$ cat src/rtl/sd_decimator.sv
// Sinc1 (count-of-ones) decimator for a 1-bit sigma-delta bitstream over windows of 2^RES clocks.
// Optional two-window averaging is enabled by defining SD_DECIM_AVG2_EN.
module sd_decimator #(
    parameter int unsigned RES        = 8,
    parameter int unsigned SETTLE_WIN = 1
) (
    input  logic           clk,
    input  logic           rst,
    input  logic           conv,
    input  logic           sd_in,
    output logic [RES-1:0] dout,
    output logic           dout_valid,
    output logic           busy,
    output logic           ovr
);

    localparam int unsigned ACC_W  = RES + 1;
    localparam int unsigned SCNT_W = (SETTLE_WIN > 0) ? $clog2(SETTLE_WIN + 1) : 1;
    localparam logic [ACC_W-1:0]  FULL      = ACC_W'(1) << RES;
    localparam logic [RES-1:0]    WIN_LAST  = '1;
    localparam logic [RES-1:0]    DOUT_MAX  = '1;
    localparam logic [SCNT_W-1:0] SCNT_LAST = SCNT_W'(SETTLE_WIN - 1);

    typedef enum logic [1:0] {
        IDLE   = 2'd0,
        SETTLE = 2'd1,
        RUN    = 2'd2
    } state_t;

    state_t            state, state_nxt;
    logic [ACC_W-1:0]  acc, acc_nxt;
    logic [RES-1:0]    wcnt, wcnt_nxt;
    logic [SCNT_W-1:0] scnt, scnt_nxt;
    logic [RES-1:0]    dout_nxt;
    logic              valid_nxt, ovr_nxt, busy_nxt;
    logic [ACC_W-1:0]  count;
    logic              win_end;

`ifdef SD_DECIM_AVG2_EN
    logic [ACC_W-1:0] c_prev, c_prev_nxt;
    logic             prev_vld, prev_vld_nxt;
    logic [ACC_W:0]   pair_sum;
    logic [ACC_W-1:0] pair_avg;
`endif

    always_ff @(posedge clk) begin
        if (rst) begin
            state      <= IDLE;
            acc        <= '0;
            wcnt       <= '0;
            scnt       <= '0;
            dout       <= '0;
            dout_valid <= 1'b0;
            ovr        <= 1'b0;
            busy       <= 1'b0;
`ifdef SD_DECIM_AVG2_EN
            c_prev     <= '0;
            prev_vld   <= 1'b0;
`endif
        end else begin
            state      <= state_nxt;
            acc        <= acc_nxt;
            wcnt       <= wcnt_nxt;
            scnt       <= scnt_nxt;
            dout       <= dout_nxt;
            dout_valid <= valid_nxt;
            ovr        <= ovr_nxt;
            busy       <= busy_nxt;
`ifdef SD_DECIM_AVG2_EN
            c_prev     <= c_prev_nxt;
            prev_vld   <= prev_vld_nxt;
`endif
        end
    end

    // Next-state and datapath; conv low in SETTLE/RUN aborts the partial window.
    always_comb begin
        state_nxt = state;
        acc_nxt   = acc;
        wcnt_nxt  = wcnt;
        scnt_nxt  = scnt;
        dout_nxt  = dout;
        valid_nxt = 1'b0;
        ovr_nxt   = ovr;
        count     = acc + ACC_W'(sd_in);
        win_end   = (wcnt == WIN_LAST);
`ifdef SD_DECIM_AVG2_EN
        c_prev_nxt   = c_prev;
        prev_vld_nxt = prev_vld;
        pair_sum     = {1'b0, c_prev} + {1'b0, count};
        pair_avg     = pair_sum[ACC_W:1];
`endif

        unique case (state)
            IDLE: begin
                if (conv) begin
                    state_nxt = (SETTLE_WIN == 0) ? RUN : SETTLE;
                    acc_nxt   = '0;
                    wcnt_nxt  = '0;
                    scnt_nxt  = '0;
                end
            end

            SETTLE, RUN: begin
                if (!conv) begin
                    state_nxt = IDLE;
                    acc_nxt   = '0;
                    wcnt_nxt  = '0;
                    scnt_nxt  = '0;
`ifdef SD_DECIM_AVG2_EN
                    c_prev_nxt   = '0;
                    prev_vld_nxt = 1'b0;
`endif
                end else begin
                    acc_nxt  = count;
                    wcnt_nxt = wcnt + RES'(1);
                    if (win_end) begin
                        acc_nxt = '0;
                        if (state == SETTLE) begin
                            if (scnt == SCNT_LAST) begin
                                state_nxt = RUN;
                                scnt_nxt  = '0;
                            end else begin
                                scnt_nxt = scnt + SCNT_W'(1);
                            end
                        end else begin
`ifdef SD_DECIM_AVG2_EN
                            // First RUN window only primes c_prev.
                            c_prev_nxt   = count;
                            prev_vld_nxt = 1'b1;
                            if (prev_vld) begin
                                dout_nxt  = pair_avg[RES] ? DOUT_MAX : pair_avg[RES-1:0];
                                ovr_nxt   = (c_prev == FULL) || (count == FULL);
                                valid_nxt = 1'b1;
                            end
`else
                            dout_nxt  = (count == FULL) ? DOUT_MAX : count[RES-1:0];
                            ovr_nxt   = (count == FULL);
                            valid_nxt = 1'b1;
`endif
                        end
                    end
                end
            end

            default: begin
                state_nxt = IDLE;
                acc_nxt   = '0;
                wcnt_nxt  = '0;
                scnt_nxt  = '0;
            end
        endcase

        busy_nxt = (state_nxt != IDLE);
    end

endmodule

$ cat config.mk
export PLATFORM = sky130hd
export DESIGN_NAME = sd_decimator
export DESIGN_NICKNAME = d
export VERILOG_FILES = /design/src/rtl/sd_decimator.sv
export SDC_FILE = /design/constraint.sdc
export NUM_CORES = 1
export LEC_CHECK = 0
export CORE_MARGIN = 4
export CORE_UTILIZATION = 45
export CTS_CLUSTER_SIZE = 16
export DETAILED_ROUTE_END_ITERATION = 16
export GPL_TIMING_DRIVEN = 0
export HOLD_SLACK_MARGIN = 0.03
export PLACE_DENSITY = 0.74
export RECOVER_POWER = 25
export SYNTH_ARGS = -nofsm -noshare
export SYNTH_HDL_FRONTEND = slang
export SYNTH_SLANG_ARGS = --single-unit
$ cat constraint.sdc
create_clock -name clk -period 4.5 [get_ports clk]
set_input_delay 0.45 -clock clk [delete_from_list [all_inputs] [get_ports clk]]
set_output_delay 0.45 -clock clk [all_outputs]
set_load 0.02 [all_outputs]
After elaboration in Yosys (flattened, before gate mapping)
Cells that the tools add are included.
Operators by class
  muxes and demuxes: 21
  add/subtract/negate cells: 3
  $lt $le $gt $ge: 0
  multiply operators: 0
  reductions and logical operators: 6
  shift-type cells: 0
  equality and inequality tests: 7
  div/mod/pow operators: 0
  bitwise logic cells: 4
Operator list (count)
  $mux 9: 3
  $mux 8: 3
  $pmux 9 s2: 1
  $pmux 8 s2: 1
  $mux 2: 5
  $add 9x1->9: 1
  $eq 9x9->1 const B: 1
  $add 8x1->8 const B: 1
  $eq 8x8->1 const B: 1
  $mux 1: 6
  $ne 3x3->1 const B: 2
  $not 1->1: 4
  $pmux 2 s2: 1
  $reduce_and 4->1: 1
  $reduce_or 4->1: 1
  $reduce_and 3->1: 1
  $eq 2x1->1 const B: 1
  $eq 2x2->1 const B: 1
  $logic_not 2->1: 1
  $ne 2x2->1 const B: 1
  $pmux 1 s2: 1
  $reduce_bool 2->1: 1
  $reduce_or 2->1: 1
  $add 1x1->1 const B: 1
Word-level totals
  register bits: 31
  bits of input ports: 4
  latch bits: 0
  memory bits (writable): 0
  output and inout bits: 11
  memories: 0
  memory bits (read-only): 0

Logic depth before layout (Yosys ltp)
Gate-level depths: netlist of run 1.
  word-level depth: 6
  depth in mapped cells: 8
  gate-level depth less buffers: 7

Least setup slack after synthesis of run 1
OpenSTA, ideal clock, no wires.
  path type: input port to flip-flop
  from: input port sd_in
  to: register dout[2]
  library setup time: 0.088 ns
  stages: 6
  slack: 2.735 ns
  arrival time: 1.677 ns
  required time: 4.412 ns
  cells stage by stage: ha_1 -> and4_1 -> mux2i_1 -> o22ai_1 -> o211ai_2 -> a311oi_2
On the way
  longest elaborated chain between the ends: 3
Ends and longest elaborated chain
  start, declared: RTL line 10  | input logic sd_in,
  $add 9x1->9 (*): RTL line 85  | count = acc + ACC_W'(sd_in);
  $eq 9x9->1: RTL line 137  | dout_nxt = (count == FULL) ? DOUT_MAX : count[RES-1:0];
  $mux 8 (*): RTL line 137
  end signal, assigned: RTL line 65  | dout <= dout_nxt;
  end, declared: RTL line 11  | output logic [RES-1:0] dout,
Every way passes the cells marked *; elsewhere a longest branch is shown, timed or not.
A chain may end at the register's enable or synchronous reset.

Final worst setup path of run 1
Ends and elaborated chain as after synthesis.

==> results.yml, run 1 <==
status:
  status: "finished clean"
grt:
  grt_util_met3_pct: 4.49
  first_global_vias: 1298
  grt_overflow: 0
  track_usage_pct: 16.7
  grt_pass1_wl_mm: 5.64
  top_usage_layer: "met2"
  gr-usage-met2_pct: 28.5
  grt_antenna_before_repair: 0
  grt_max_degree: 11
  use_met1_pct: 19.5
cts:
  clkTransAtPathRegs_ns: 0.10
  root_buffer: "clkbuf_4"
  cts_tree: "yes"
  ctsHoldBuffers: 0
  clk_latency_ns: 0.34
  numCtsBuffers: 5
  htreeDepth: 2
  clk_path_buf_depth: 2
  post_cts_resized: 0
  clock-sinks: 30
  postCtsSetupBuffers: 0
synth:
  yosys_warnings: 0
  yosysSeqAreaShare_pct: 38.0
  synth_mux_area_share_pct: 3.17
  ys_types: 38
  synthXorXnorAreaFrac_pct: 3.88
  synthSimpleGateAreaFrac_pct: 24.9
  synth_top_area_share_pct: 38.0
  synthTopCellsByArea: "dfxtp_1 38%, nor2_1 6.4%, a22oi_1 4.8%"
  synth_adder_area_share_pct: 4.75
  synthFlopType: "dfxtp_1"
  post_synth.cell_area_avg_um2: 8.41
  synth_top_family_by_area: "simple AND/OR/NAND/NOR gates"
  async_flop_share_pct: 0
  synthesis.nets: 198
  synth_top_cell_by_area: "dfxtp_1"
  synth_compound_area_share_pct: 21.0
  syn-instance-count: 188
  synth-seq-cells: 30
  synth_edf_count: 0
  synth_area_um2: 1580
sta:
  hold_viol_final: 0
  finalSetupTns_ns: 0
  fin_crit_ns: 2.06
  timing.final.max_slew_violations: 0
  fin_skew_ns: 0.0141
  layout_worst_path_cycle_share_pct: 45.8
  tightest_slew_ns: 0.591
  rsz0062_at_grt: "false"
  finalSetupViolations: 0
  whs_ns: 0.493
  max_freq_mhz: 485
  slew_headroom_pct: 60.3
power:
  p_sw_uw: 114
  clkPwrFrac_pct: 33.9
  irDropWorstVdd_mv: 0.147
  switching_share_pct: 24.5
  p_per_area_nw_per_um2: 254
  p_int_uw: 350
  pwr-share-comb_pct: 8.1
  pwr-share-seq_pct: 58.0
  cellLeakagePower_uw: 0.000672
drt:
  ant_nets: 0
  vias: 1418
  drc: 0
  drt_first_pass_iters: 4
  drtIter0Drc: 72
  drt-total-wl_mm: 3.23
  vias_per_cell: 5.58
  routedWlPerCell_um: 12.7
floorplan:
  io_pins: 15
  coreArea_um2: 3360
  rows: 21
  die_w_um: 67.3
  die-area_um2: 4520
  die_h_um: 67.3
  start_util_pct: 47.0
setup_path:
  cp-start-kind: "input pin"
  crit_arrival_ns: 2.32
  cp-end-kind: "flop"
  crit_required_ns: 4.76
  crit_fanout: 6
  slowest_delay_ns: 0.50
  cp_slowest_cell: "clkdlybuf4s50_1"
  setup.worst_path.class: "input pin to flop"
  path_cells: "clkdlybuf4s50_1 -> ha_1 -> and4_1 -> mux2i_1 -> o22ai_1 -> o211ai_2 -> a311oi_2"
layout:
  final_common_cell: "dfxtp_1"
  fillerInstances: 348
  syn_to_final_growth_pct: 15.8
  final_cell_mix: "30 x dfxtp_1, 27 x nor2_1, 13 x o21ai_0, 12 x nand2_1"
  num_antenna_cells: 0
  drive_gt1_share_pct: 8.17
  final_nets: 219
placed_design:
  dp_hpwl_mm: 2.42
  globalplace.congestion: 0.864
  port_buffers: 14
worst_hold_path:
  min-delay-path-class: "flop to flop"
flow_run:
  maxCapViolations: 0
worst max-delay path: cells and delay by family:
kind | cells | cell delay [ns]
buf+inv | 1 | 0.50
simple gates | 1 | 0.30
fa+ha+maj | 1 | 0.25
compound gates | 3 | 0.72
mux | 1 | 0.10
stage by stage:
step | power [uW] | cells | utilization [%] | worst slack (ns) | cell area, um^2
2_1_floorplan | 301 | 188 | - | 2.73 | 1580
3_3_place_gp | 313 | 248 | 52.9 | 2.11 | 1780
3_5_place_dp | 314 | 248 | 52.9 | 2.09 | 1780
4_1_cts | 472 | 254 | 54.4 | 2.44 | 1830
5_1_grt | 486 | 254 | 54.4 | 2.23 | 1830
6_report | 464 | 254 | 54.4 | 2.44 | 1830
cells in the mapped netlist, types with 3 or more instances:
| library cell | instances |
|---|---|
| or3_1 | 3 |
| and3_1 | 6 |
| inv_1 | 5 |
| nand3_1 | 8 |
| ha_1 | 6 |
| dfxtp_1 | 30 |
| nand3b_1 | 3 |
| clkbuf_1 | 5 |
| a22oi_1 | 10 |
| and2_1 | 4 |
| mux2i_1 | 5 |
| nand2_1 | 12 |
| xnor2_1 | 6 |
| nor2_1 | 27 |
| o21ai_0 | 13 |
| o21ai_1 | 4 |
| nor3_1 | 6 |
| a21oi_1 | 10 |
state kept, by name, indices dropped and copies added, names as in the netlist:
name and flops:
dout 8, state 2, ovr 1, dout_valid 1
busy 1, wcnt 8, acc 9
cell families after synthesis:
group / after synthesis
AND/OR/NAND/NOR: 78
AO/OA/AOI/OAI: 48
flip-flops: 30
buffers and inverters: 14
XOR/XNOR: 7
adder cells (fa/ha/maj): 6
multiplexers: 5
cell type report:
class,count,area [um^2],area share [%]
Multi-Input combinational cell,144,911,49.8
Timing Repair Buffer,14,140,7.66
Sequential cell,30,601,32.8
Inverter,5,18.8,1.03
Tap cell,46,57.6,3.15
Buffer,9,50.0,2.74
Clock buffer,6,51.3,2.80
power groups by stage:
stage	Clock, uW	Combinational [uW]	Sequential, uW
2_1_floorplan	0	24.5	276
3_3_place_gp	0	38.0	275
3_5_place_dp	0	38.4	275
4_1_cts	164	38.5	269
5_1_grt	173	43.6	270
6_report	157	37.8	269
final timing paths:
check / slack, ns / depth (start not counted) / end / from
worst max-delay path: 2.44 / 7 / dout[2]$_SDFFE_PP0P_ / sd_in
worst max register to register: 2.48 / 7 / dout[3]$_SDFFE_PP0P_ / state[0]$_SDFF_PP0_
worst min-delay path: 0.49 / 2 / wcnt[7]$_SDFFE_PP0P_ / wcnt[7]$_SDFFE_PP0P_
worst min register to register: 0.49 / 2 / wcnt[7]$_SDFFE_PP0P_ / wcnt[7]$_SDFFE_PP0P_
routing by layer:
metal	routed length [um]	part of all wire [%]	vias up
met4	63	1.9	0
met5	0	0	-
met2	1510	47	44
met3	186	5.8	9
li1	-	-	718
met1	1480	46	647
(Power assumes the default switching activity.)
==> inputs of run 2 (changes only) <==
- PLACE_DENSITY: 0.74 -> 0.77
- clock period: 4.5 -> 1.8 ns (I/O delays scaled with it)
==> run 2 against run 1 <==
  * Die area did not move
  * Routed wire length rose by 7.4%
  * Sequential share of layout area fell by 2.0 points
  * Global-route usage fell by 0.59 points
  * First-iteration DRC count fell by 25%
  * Highest routed layer unchanged
==> results.yml, run 2 (synthesis gave the netlist of run 1 again) <==
flow_run:
  maxCapViolations: 0
sta:
  slew_headroom_pct: 59.5
  fin_skew_ns: 0.0109
  max_freq_mhz: 583
  finalSetupViolations: 0
  timing.final.max_slew_violations: 0
  tightest_slew_ns: 0.605
  hold_viol_final: 0
  layout_worst_path_cycle_share_pct: 95.3
  fin_crit_ns: 1.72
floorplan:
  die_h_um: 67.3
  die_w_um: 67.3
  start_util_pct: 47.0
  die-area_um2: 4520
  coreArea_um2: 3360
  rows: 21
  io_pins: 15
cts:
  clk_path_buf_depth: 2
  clk_latency_ns: 0.34
  clkTransAtPathRegs_ns: 0.08
  numCtsBuffers: 5
  htreeDepth: 2
  cts_tree: "yes"
  clock-sinks: 30
  root_buffer: "clkbuf_4"
setup_path:
  crit_required_ns: 2.01
  crit_family: "simple AND/OR/NAND/NOR gates"
  cp_num_buf_inv: 2
  cp-end-kind: "flop"
  setup.worst_path.class: "flop to flop"
  cp-start-kind: "flop"
  slowest_delay_ns: 0.37
  cp_slowest_cell: "dfxtp_2"
  path_cells: "inv_2 -> ha_4 -> nand2_4 -> nor4_4 -> buf_6 -> mux2i_1 -> o21ai_1"
  crit_fanout: 10
  crit_arrival_ns: 1.92
drt:
  drtIter0Drc: 54
  routedWlPerCell_um: 13.3
  drt-total-wl_mm: 3.47
  ant_nets: 0
  vias: 1429
  vias_per_cell: 5.45
  drt_first_pass_iters: 4
  drc: 0
layout:
  final_common_cell: "nor2_1"
  final_area_um2: 2000
  drive_gt1_share_pct: 19.4
  final_nets: 226
  syn_to_final_growth_pct: 26.3
  largest_reg_flops: 9
  utilization_pct: 59.3
  num_antenna_cells: 0
  top_register: "acc"
  final_cell_mix: "26 x nor2_1, 25 x dfxtp_1, 11 x nand2_1"
  reg_top3: "acc (9), dout (8), wcnt (8)"
grt:
  grt_overflow: 0
  grt_antenna_before_repair: 0
  first_global_vias: 1248
  track_usage_pct: 16.1
  grt_pass1_wl_mm: 5.43
  grt_max_degree: 11
worst_hold_path:
  min-delay-path-class: "input pin to flop"
power:
  p_per_area_nw_per_um2: 582
  cellLeakagePower_uw: 0.000730
  irDropWorstVdd_mv: 0.319
placed_design:
  placed_cell_area_um2: 1780
  port_buffers: 14
  globalplace.congestion: 0.790
  dp_hpwl_mm: 2.41
status:
  status: "finished clean"
-- run 2: cell types whose count changed in the layout (fill, tap and decap cells not counted), moves of 3 or more --
| cell | before | now |
|---|---|---|
| buf_4 | 2 | 9 |
| dfxtp_1 | 30 | 25 |
| dfxtp_4 | 0 | 3 |
| ha_1 | 6 | 2 |
| ha_4 | 0 | 4 |
| o21ai_0 | 13 | 10 |
-- run 2: report_power, final --
part           switching, uW  internal (uW)  leakage [uW]
combinational           72.5           47.1      0.000460
sequential              5.41            667      0.000245
clock                    223            147     0.0000254
-- run 2: layer usage --
metal	up-vias	global-route usage [%]	routed length, um
li1	736	-	-
met1	662	17.6	1500
met2	26	29.1	1780
met3	5	5.49	152
met4	0	5.32	41
met5	-	0	0
-- run 2: metrics by stage --
stage                TNS [ns]  total power [uW]  std cells  hold WS [ns]  setup WS (ns)
floorplan                   0               752        188         0.383         0.0921
global placement        -2.56               782        248         0.460         -0.331
detailed placement      -3.15               783        248         0.486         -0.378
CTS                         0              1170        258         0.496        0.00304
global route        -0.000167              1220        262         0.438      -0.000167
finish                      0              1160        262         0.426         0.0844
-- run 2: final timing paths --
path,startpoint,end,slack (ns),cells past startpoint
worst min-delay path,sd_in,acc[1]$_SDFFE_PP0P_,0.43,4
worst max-delay path,state[0]$_SDFF_PP0_,dout[3]$_SDFFE_PP0P_,0.08,7
worst min register to register,ovr$_SDFFE_PP0P_,ovr$_SDFFE_PP0P_,0.49,2
worst max register to register,state[0]$_SDFF_PP0_,dout[3]$_SDFFE_PP0P_,0.08,7
-- run 2: cell type report --
class | count | area [um^2]
fillers | 311 | 1370
multi-input cells | 144 | 1010
flip-flops and latches | 30 | 614
repair buffers | 21 | 195
plain buffers | 9 | 57.6
well taps | 46 | 57.6
clock buffers | 7 | 45.0
inverters | 5 | 18.8
-- run 2: repair_timing --
action	CTS	global route
setup endpoints to repair	10	15
resized for setup	21	14
hold buffers	0	0
pin swaps	1	4
buffers inserted	3	4
-- run 2: worst register-to-register path, delay by kind of cell (launching register included) --
family | cells | cell delay, ns
adders and majority gates | 1 | 0.27
buffers and inverters | 2 | 0.28
AOI/OAI and AO/OA | 1 | 0.07
muxes | 1 | 0.19
DFF | 1 | 0.37
and+or+nand+nor | 2 | 0.43
==> inputs of run 3 (changes only) <==
- SKIP_LAST_GASP: unset -> 1
- clock period: 1.8 -> 1.5 ns (I/O delays scaled with it)
==> run 3 against run 2 <==
  * Highest routed layer unchanged
  * Via count increased by 4.5%
  * Fmax decreased by 3.1%
  * Routed wire length up 9.6%
  * Setup slack got worse by 0.35 ns
  * Worst hold slack better by 0.042 ns
  * Combinational power is 45% higher
  * Sequential share of layout area fell by 3.2 points
  * Cell area rose by 11%
  * Die area stayed put
  * Critical path depth increased by 1
  * Clock skew shrank 0.0038 ns
  * The run now ends with setup timing left
  * Clock-buffer cell count down 1
  * Largest cell class unchanged
==> results.yml, run 3 (synthesis gave the netlist of run 1 again) <==
cts:
  clkTransAtPathRegs_ns: 0.09
  clk_latency_ns: 0.33
  htreeDepth: 2
  clock-sinks: 30
  numCtsBuffers: 5
  ctsHoldBuffers: 0
  clk_path_buf_depth: 2
  cts_tree: "yes"
  root_buffer: "clkbuf_4"
power:
  cellLeakagePower_uw: 0.000794
  p_per_area_nw_per_um2: 659
  finalPower_uw: 1460
  irDropWorstVdd_mv: 0.434
worst_hold_path:
  worstHoldStart: "ovr$_SDFFE_PP0P_"
  whs_endpoint: "ovr$_SDFFE_PP0P_"
  min_delay_path_depth: 2
  min-delay-path-class: "flop to flop"
sta:
  tightest_slew_ns: 0.617
  finalSetupViolations: 22
  timing.final.max_slew_violations: 0
  max_freq_mhz: 565
  fin_crit_ns: 1.77
  setup_ws_ns: -0.270
  fin_skew_ns: 0.00711
  rsz0062_at_grt: "true"
  finalSetupTns_ns: -4.01
  slew_headroom_pct: 58.9
  hold_viol_final: 0
  layout_worst_path_cycle_share_pct: 118
floorplan:
  rows: 21
  coreArea_um2: 3360
  die_h_um: 67.3
  start_util_pct: 47.0
  io_pins: 15
  die-area_um2: 4520
  die_w_um: 67.3
drt:
  routedWlPerCell_um: 13.9
  drt_first_pass_iters: 4
  ant_nets: 0
  vias_per_cell: 5.45
  drt-total-wl_mm: 3.81
  drc: 0
  drtIter0Drc: 40
  vias: 1493
layout:
  final_cell_mix: "24 x dfxtp_1, 23 x nor2_1, 17 x buf_4, 13 x clkdlybuf4s50_1, 11 x nand2_1"
  final_area_um2: 2220
  drive_gt1_share_pct: 34.2
  reg_top3: "acc (9), dout (8), wcnt (8)"
  largest_reg_flops: 9
  instances_no_fill: 274
  final_nets: 239
  syn_to_final_growth_pct: 40.5
  final_common_cell: "dfxtp_1"
  num_antenna_cells: 0
  top_register: "acc"
setup_path:
  cp-start-kind: "flop"
  timing.rr.start: "wcnt[1]$_SDFFE_PP0P_"
  ff2ff_setup_slack_ns: -0.27
  cp_slowest_cell: "dfxtp_4"
  rr_endpoint: "busy$_SDFF_PP0_"
  crit_required_ns: 1.69
  crit_arrival_ns: 1.96
  setup.worst_path.class: "flop to flop"
  path_cells: "ha_4 -> nand4_1 -> buf_4 -> buf_6 -> nor2_4 -> mux2i_1 -> o32a_1 -> a211oi_1"
  cp-end-kind: "flop"
  reg2reg_depth: 8
  crit_fanout: 4
  slowest_delay_ns: 0.37
grt:
  grt_antenna_before_repair: 0
  grt_max_degree: 11
  grt_overflow: 0
  first_global_vias: 1304
  grt_pass1_wl_mm: 5.81
  track_usage_pct: 17.3
placed_design:
  dpl.cell_count: 248
  globalplace.congestion: 0.796
  dp_hpwl_mm: 2.36
  port_buffers: 14
  placed_cell_area_um2: 1830
status:
  status: "complete, but fails checks"
  violations: "setup timing"
flow_run:
  maxCapViolations: 0
-- run 3: changes by cell type in the layout (fill, tap and decap cells not counted), sizes merged --
| cell | change |
|---|---|
| buf | +15 |
| clkdlybuf4s50 | +9 |
| dlygate4sd3 | -9 |
| clkbuf | -3 |
| dlygate4sd2 | +1 |
| dlymetal6s2s | -1 |
-- run 3: layer usage --
layer,GRT usage [%],share of wire [%],vias to the layer above,wire length [um]
met5,0,0,-,0
met4,9.62,2.0,0,76
met3,4.33,3.4,9,130
met2,27.5,48,26,1810
met1,21.3,47,701,1790
li1,-,-,757,-
-- run 3: area by class of cell --
cell class / instances / area, um^2
plain buffers: 8 / 56.3
clock buffers: 6 / 51.3
fillers: 279 / 1140
inverters: 5 / 18.8
multi-input cells: 144 / 1110
flip-flops and latches: 30 / 613
well taps: 46 / 57.6
repair buffers: 35 / 317
-- run 3: critical path, delay by kind of cell, from the launching register on --
family                   cells  cell delay, ns
buffers and inverters        2            0.32
flip-flops                   1            0.37
AO/OA/AOI/OAI                2            0.25
AND/OR/NAND/NOR              2            0.31
adder cells (fa/ha/maj)      1            0.14
multiplexers                 1            0.23
-- run 3: power breakdown --
part	internal [uW]	switching (uW)
Sequential	801	5.36
Clock	211	272
Combinational	74.0	99.9
-- run 3: stage by stage --
stage | hold slack, ns | worst slack [ns] | util (%)
after CTS | 0.469 | -0.228 | 61.4
after detailed placement | 0.455 | -0.492 | 54.3
after global placement | 0.450 | -0.455 | 54.3
final | 0.468 | -0.270 | 66.0
after floorplan | 0.352 | -0.0670 | -
after global routing | 0.511 | -0.352 | 66.0
-- run 3: repair_timing --
| action | in CTS | in global routing |
|---|---|---|
| endpoints found under the setup margin | 25 | 30 |
| pin swaps | 23 | 17 |
| gates resized for setup | 30 | 23 |
| gates cloned | 1 | 0 |
| setup buffers | 10 | 10 |
| endpoints found under the hold margin | 0 | 0 |
-- run 3: worst max-delay path by stage --
stage	start	to	slack [ns]
detailed placement	sd_in	dout[1]$_SDFFE_PP0P_	-0.49
CTS	wcnt[1]$_SDFFE_PP0P_	dout[3]$_SDFFE_PP0P_	-0.23
floorplan	state[1]$_SDFF_PP0_	dout[0]$_SDFFE_PP0P_	-0.07
finish	wcnt[1]$_SDFFE_PP0P_	busy$_SDFF_PP0_	-0.27
global route	wcnt[1]$_SDFFE_PP0P_	dout[3]$_SDFFE_PP0P_	-0.35
global placement	sd_in	dout[1]$_SDFFE_PP0P_	-0.45
